### src/rtl/sign_magnitude_decoder_pkg.sv
// Shared types and sizing helpers for the sign/magnitude decoder and its serial cells.
// State encoding is fixed so the debug port reads the same across builds.
package sign_magnitude_decoder_pkg;

    localparam int DEFAULT_WIDTH = 8;

    typedef enum logic [1:0] {
        ST_IDLE  = 2'd0,
        ST_SHIFT = 2'd1,
        ST_DONE  = 2'd2
    } state_t;

    // Bit counter must hold WIDTH-1; never narrower than one bit.
    function automatic int cnt_width(input int width);
        return (width <= 2) ? 1 : $clog2(width);
    endfunction

endpackage

### src/rtl/sign_magnitude_decoder_serial_negate_cell.sv
// One bit-slice of LSB-first two's-complement negation: pass bits through up to and
// including the first 1, invert every bit after it.
module serial_negate_cell (
    input  logic i_clk,
    input  logic i_rst,
    input  logic i_b,
    input  logic i_neg,
    input  logic i_clear,
    input  logic i_enable,
    output logic o_bit
);

    logic r_seen_one;

    always_ff @(posedge i_clk) begin
        if (i_rst || i_clear) begin
            r_seen_one <= 1'b0;
        end else if (i_enable) begin
            r_seen_one <= r_seen_one | i_b;
        end
    end

    assign o_bit = (i_neg && r_seen_one) ? ~i_b : i_b;

endmodule

### src/rtl/sign_magnitude_decoder.sv
// Two's-complement to sign+magnitude converter, one word in flight, WIDTH serial cycles.
// Handshake: a transfer happens on a rising edge where valid and ready are both high.
module sign_magnitude_decoder
    import sign_magnitude_decoder_pkg::*;
#(
    parameter int WIDTH = DEFAULT_WIDTH
) (
    input  logic             clk,
    input  logic             rst,
    input  logic             in_valid,
    output logic             in_ready,
    input  logic [WIDTH-1:0] in_data,
    output logic             out_valid,
    input  logic             out_ready,
    output logic             out_sign,
    output logic [WIDTH-1:0] out_mag,
    output logic             out_minneg,
    output state_t           dbg_state
);

    localparam int CNT_W = cnt_width(WIDTH);

    state_t           r_state;
    state_t           w_next;
    logic [CNT_W-1:0] r_cnt;
    logic [WIDTH-1:0] r_op;
    logic [WIDTH-1:0] r_res;
    logic             r_sign;
    logic             r_minneg_pend;
    logic             r_out_valid;
    logic             r_out_sign;
    logic [WIDTH-1:0] r_out_mag;
    logic             r_out_minneg;

    logic w_accept;
    logic w_shift;
    logic w_last;
    logic w_load;
    logic w_release;
    logic w_bit;

    assign w_accept  = (r_state == ST_IDLE) && in_valid;
    assign w_shift   = (r_state == ST_SHIFT);
    assign w_last    = w_shift && (r_cnt == CNT_W'(WIDTH - 1));
    // DONE spends its first cycle publishing the result, then waits for the consumer.
    assign w_load    = (r_state == ST_DONE) && !r_out_valid;
    assign w_release = (r_state == ST_DONE) && r_out_valid && out_ready;

    serial_negate_cell u_cell (
        .i_clk    (clk),
        .i_rst    (rst),
        .i_b      (r_op[0]),
        .i_neg    (r_sign),
        .i_clear  (w_accept),
        .i_enable (w_shift),
        .o_bit    (w_bit)
    );

    always_comb begin
        w_next = r_state;
        case (r_state)
            ST_IDLE:  if (in_valid)  w_next = ST_SHIFT;
            ST_SHIFT: if (w_last)    w_next = ST_DONE;
            ST_DONE:  if (w_release) w_next = ST_IDLE;
            default:                 w_next = ST_IDLE;
        endcase
    end

    always_ff @(posedge clk) begin
        if (rst) begin
            r_state <= ST_IDLE;
        end else begin
            r_state <= w_next;
        end
    end

    always_ff @(posedge clk) begin
        if (rst) begin
            r_cnt         <= '0;
            r_op          <= '0;
            r_res         <= '0;
            r_sign        <= 1'b0;
            r_minneg_pend <= 1'b0;
        end else if (w_accept) begin
            r_cnt         <= '0;
            r_op          <= in_data;
            r_res         <= '0;
            r_sign        <= in_data[WIDTH-1];
            r_minneg_pend <= in_data[WIDTH-1] && (in_data[WIDTH-2:0] == '0);
        end else if (w_shift) begin
            r_cnt <= r_cnt + 1'b1;
            r_op  <= r_op >> 1;
            r_res <= {w_bit, r_res[WIDTH-1:1]};
        end
    end

    // Result registers hold the last word after the handshake; only out_valid qualifies them.
    always_ff @(posedge clk) begin
        if (rst) begin
            r_out_valid  <= 1'b0;
            r_out_sign   <= 1'b0;
            r_out_mag    <= '0;
            r_out_minneg <= 1'b0;
        end else if (w_load) begin
            r_out_valid  <= 1'b1;
            r_out_sign   <= r_sign;
            r_out_mag    <= r_res;
            r_out_minneg <= r_minneg_pend;
        end else if (w_release) begin
            r_out_valid  <= 1'b0;
        end
    end

    assign in_ready   = (r_state == ST_IDLE);
    assign out_valid  = r_out_valid;
    assign out_sign   = r_out_sign;
    assign out_mag    = r_out_mag;
    assign out_minneg = r_out_minneg;
    assign dbg_state  = r_state;

endmodule
### config.mk
export PLATFORM = sky130hd
export DESIGN_NAME = sign_magnitude_decoder
export DESIGN_NICKNAME = d
export VERILOG_FILES = /design/src/rtl/sign_magnitude_decoder_pkg.sv /design/src/rtl/sign_magnitude_decoder_serial_negate_cell.sv /design/src/rtl/sign_magnitude_decoder.sv
export SDC_FILE = /design/constraint.sdc
export NUM_CORES = 1
export LEC_CHECK = 0
export CELL_PAD_IN_SITES_DETAIL_PLACEMENT = 0
export CELL_PAD_IN_SITES_GLOBAL_PLACEMENT = 2
export CORE_MARGIN = 1.5
export CORE_UTILIZATION = 33
export CTS_CLUSTER_DIAMETER = 100
export CTS_CLUSTER_SIZE = 24
export DETAILED_ROUTE_END_ITERATION = 12
export GPL_TIMING_DRIVEN = 1
export PLACE_DENSITY = 0.93
export RECOVER_POWER = 25
export SLEW_MARGIN = 0
export SYNTH_ARGS = -nofsm -noshare
export SYNTH_HDL_FRONTEND = slang
export SYNTH_SLANG_ARGS = --single-unit
### constraint.sdc
create_clock -name clk -period 3.4 [get_ports clk]
set_clock_uncertainty 0.15 [all_clocks]
set_input_delay 1.02 -clock clk [delete_from_list [all_inputs] [get_ports clk]]
set_output_delay 1.02 -clock clk [all_outputs]
set_load 0.05 [all_outputs]
* Word-level counts from Yosys, hierarchy flattened
Cells that the tools add are included.
Cells by class: $add $sub $neg 1, equal/unequal tests 6, multiplexer cells 9, bitwise operators 2, reduce and logical (&&, ||, !) cells 15
Operator list (count):
- $mux W8 | 2
- $logic_and A1 B1 Y1 | 7
- $logic_not A7 Y1 | 1
- $mux W2 | 3
- $pmux W2 S3 | 1
- $ne A2 B2 Y1 const B | 2
- $reduce_bool A2 Y1 | 2
- $add A3 B1 Y3 const B | 1
- $eq A3 B3 Y1 const B | 1
- $mux W1 | 3
- $reduce_and A3 Y1 | 1
- $eq A2 B1 Y1 const B | 1
- $eq A2 B2 Y1 const B | 1
- $logic_not A2 Y1 | 1
- $ne A2 B1 Y1 const B | 1
- $reduce_or A2 Y1 | 1
- $logic_not A1 Y1 | 1
- $logic_or A1 B1 Y1 | 1
- $not A1 Y1 | 1
- $or A1 B1 Y1 | 1
Storage, ports and cells: bits in registers 35, input port bits 12, logic and storage cells 44

* Longest topological paths before layout
Gate-level depths: netlist (run 1).
depth in word-level cells 5, depth in mapped cells 6

* By module
A second synthesis (run 1) with hierarchy kept.
Second synthesis, totals: cell total of the unflattened synthesis 161, area, all modules 1415.1 um^2
By module, submodules not included:
- sign_magnitude_decoder | instances 1, cells an instance 156, area an instance 1367.6 um^2, seq. area each 680.7 um^2
- serial_negate_cell | instances 1, cells an instance 5, area an instance 47.5 um^2, seq. area each 20.0 um^2

* Worst setup path before layout (run 1)
OpenSTA, ideal clock, no wires.
path kind register to output, from register r_state[0], in the netlist dbg_state[0], to output in_ready, arrival time 1388 ps, required time 2230 ps, slack 842 ps, cell stages (with the launch flop) 3, path buffers 1, path through dfxtp_1 > buf_4 > nor2_1
Between the ends: word-level cells in the longest chain between the ends 1
RTL lines:
- start, declared | line sign_magnitude_decoder.sv:23 | state_t r_state;
- start signal, assigned | line sign_magnitude_decoder.sv:73 | r_state <= w_next;
- $logic_not A2 Y1 | line sign_magnitude_decoder.sv:114 | assign in_ready = (r_state == ST_IDLE);
- end, declared | line sign_magnitude_decoder.sv:11 | output logic in_ready,
Every way passes these cells.

* Worst setup path after layout (run 1)
from register r_state[0], in the netlist dbg_state[0], to output dbg_state[0]
RTL lines:
- end, declared | line sign_magnitude_decoder.sv:18 | output state_t dbg_state
No word-level cell between the ends.

==> results of run 1 <==
## synthesized netlist by cell type
master	number	area (µm²)
nand3b_1	1	7.51
xnor2_1	2	17.5
nand2b_1	2	12.5
nor3b_1	1	7.51
nor2_1	24	90.1
clkbuf_1	2	7.51
or3b_1	1	8.76
nor4_1	1	6.26
a21oi_1	21	105
nand4_1	1	6.26
mux2i_1	11	110
inv_1	2	7.51
o221a_2	1	11.3
nand2_1	27	101
nor3b_2	1	12.5
a211o_1	1	8.76
buf_6	4	45.0
buf_4	3	22.5
nand2b_4	1	13.8
clkbuf_2	1	5.00
dfxtp_1	35	701
ha_1	2	25.0
and2b_1	1	7.51
o21ai_0	2	10.0
buf_2	1	5.00
a2111oi_0	1	8.76
nand3_1	1	5.00
a211oi_1	7	52.6
o21ba_2	1	10.0
## through the flow
stage | utilization, % | cell area, µm² | total power, µW | hold WS (ps)
after floorplan | - | 1430 | 493 | 283
after global placement | 40.9 | 1670 | 513 | 297
after detailed placement | 40.9 | 1670 | 515 | 304
after CTS | 43.0 | 1760 | 818 | 308
after global routing | 42.8 | 1750 | 841 | 340
final | 42.8 | 1750 | 806 | 310
## final cells by class
type	instances	share of cell area, %
flip-flops and latches	35	40.0
multi-input cells	111	36.5
repair buffers	26	14.5
clock buffers	6	4.72
well taps	50	3.57
inverters	2	0.429
clock inverters	1	0.286
## where the power goes
group	switching [µW]	leakage [µW]	internal, µW
registers	9.79	0.000284	422
clock network	143	0.0000470	159
logic	41.1	0.000268	31.4
total	194	0.000600	612
## flip-flops by register name, indices dropped and copies added (netlist names)
signal,flops
dbg_state,2
out_mag,8
out_minneg,1
out_sign,1
out_valid,1
r_cnt,3
r_minneg_pend,1
r_op,8
r_res,8
r_sign,1
u_cell.r_seen_one,1
## cells by family after synthesis
group           count (synthesis)  share of synthesized area [%]
compound gates                 34                           14.4
xor+xnor                        2                           1.22
fa+ha+maj                       2                           1.75
buf+inv                        13                           6.47
flops                          35                           49.0
mux                            11                           7.69
simple gates                   62                           19.5
## how the worst max path moves through the flow
stage,slack (ps),cells past startpoint,from,endpoint
floorplan,840,2,dbg_state[0],in_ready
global placement,730,4,in_valid,r_res[7]
detailed placement,690,4,in_valid,r_res[7]
finish,460,1,dbg_state[0],dbg_state[0]
CTS,440,1,dbg_state[0],dbg_state[0]
global route,400,1,dbg_state[0],dbg_state[0]
## per-layer routing
layer / wire [µm] / vias up / track usage, %
li1: - / 579 / -
met1: 1340 / 537 / 15.1
met2: 1350 / 34 / 22.7
met3: 151 / 5 / 5.36
met4: 55 / 0 / 6.62
met5: 0 / - / 0
==> flow_metrics.env, run 1 <==
export IMPL_hp_start="r_op[3]"
export IMPL_via_per_inst=5.00
export IMPL_grt_setup_unrepaired="false"
export IMPL_hp_class="flop to flop"
export IMPL_grt_pass1_wl_um=4530
export IMPL_syn_area_um2=1430
export IMPL_reg2reg_slack_ps=800
export IMPL_ys_seq_area_share_pct=49.0
export IMPL_synthToLayoutAreaGrowth_pct=22.3
export IMPL_crit_type="flop to output port"
export IMPL_numCtsBuffers=5
export IMPL_grt_start_max_net_pins=20
export IMPL_wirelength_um=2890
export IMPL_dp_cells=224
export IMPL_postCtsSetupRepairBufs=0
export IMPL_register_area_um2=701
export IMPL_endpoint_kind="output port"
export IMPL_max_stage_delay_ps=890
export IMPL_die_w_um=68.9
export IMPL_cts_sinks=35
export IMPL_cts_clk_slew_worst_paths_ps=60
export IMPL_r2r_start="dbg_state[1]"
export IMPL_dieArea_um2=4740
export IMPL_critPathArrivalTime_ps=1770
export IMPL_multi_input_area_um2=638
export IMPL_hold_depth=2
export IMPL_io_pins=26
export IMPL_core_um2=4090
export IMPL_io_buffers=25
export IMPL_ys_warn_count=0
export IMPL_final_cells=231
export IMPL_final_common_cell="dfxtp_1"
export IMPL_vdd_drop_max_v=0.000249
export IMPL_reg2reg_to="out_mag[6]"
export IMPL_clockBufferDepth=2
export IMPL_fin_ws_ps=459
export IMPL_syn_inst=159
export IMPL_total_leakage_power_uw=0.000600
export IMPL_num_nets_final=195
export IMPL_antenna_found_initial=0
export IMPL_first_iter_violations=36
export IMPL_vias=1155
export IMPL_hold_buffers=0
export IMPL_finalSetupTns_ps=0
export IMPL_die_height_um=68.9
export IMPL_final_cell_mix="dfxtp_1, nand2_1, nor2_1, clkdlybuf4s50_1, a21oi_1"
export IMPL_drive_gt1_share_pct=6.08
export IMPL_fmax_ghz=0.340
export IMPL_reg2regPathDepth=3
export IMPL_grt_total_usage_pct=13.6
export IMPL_drt_pass1_iter_count=4
export IMPL_yosysUniqueCellTypes=29
export IMPL_place_congestion=0.744
export IMPL_dp_hpwl_um=2060
export IMPL_grt_pass1_vias=1008
export IMPL_fillCellCount=408
export IMPL_slew_violations=11
export IMPL_cp_slowest_cell="clkdlybuf4s50_1"
export IMPL_core_rowCount=23
export IMPL_worst_path_buf_inv=1
export IMPL_root_buffer="clkbuf_8"
export IMPL_start_kind="flop"
export IMPL_power_density_nw_per_um2=460
export IMPL_cts_tree="done"
export IMPL_worstMarginPinSlew_ps=1770
export IMPL_min_period_ps=2940
export IMPL_period_share_pct=86.5
export IMPL_slew_headroom_pct=-18.0
export IMPL_syn_nets=173
export IMPL_violations="capacitance limit, slew limit"
export IMPL_drv_cap=1
export IMPL_hold_viol_final=0
export IMPL_start_util_pct=35.0
export IMPL_gr_total_overflow=0
export IMPL_setup_viol=0
export IMPL_worstPathRequired_ps=2230
export IMPL_wl_per_cell_um=12.5
export IMPL_route_detailed_drc=0
export IMPL_diodes=0
export IMPL_cts_repair_resized=0
export IMPL_worstPathCellList="clkdlybuf4s50_1"
export IMPL_crit_family="buffers and inverters"
export IMPL_h_tree_depth=2
export IMPL_place_ws_ps=690
export IMPL_hold_end="r_op[2]"
export IMPL_ys_ff_latch=35
export IMPL_ant_nets=0
export IMPL_avgSynthCellArea_um2=9.00
export IMPL_worstSkewPairLatency_ps=290
export IMPL_cp_max_fo=13
export IMPL_outcome="finished with violations"
Note: power is estimated with default switching activity, not from simulation.
==> run 2, diff against run 1 <==
- CTS_CLUSTER_SIZE: 24 -> 20
==> results of run 2 <==
Same layout as run 1: the final DEF is identical, and so are final timing and power.
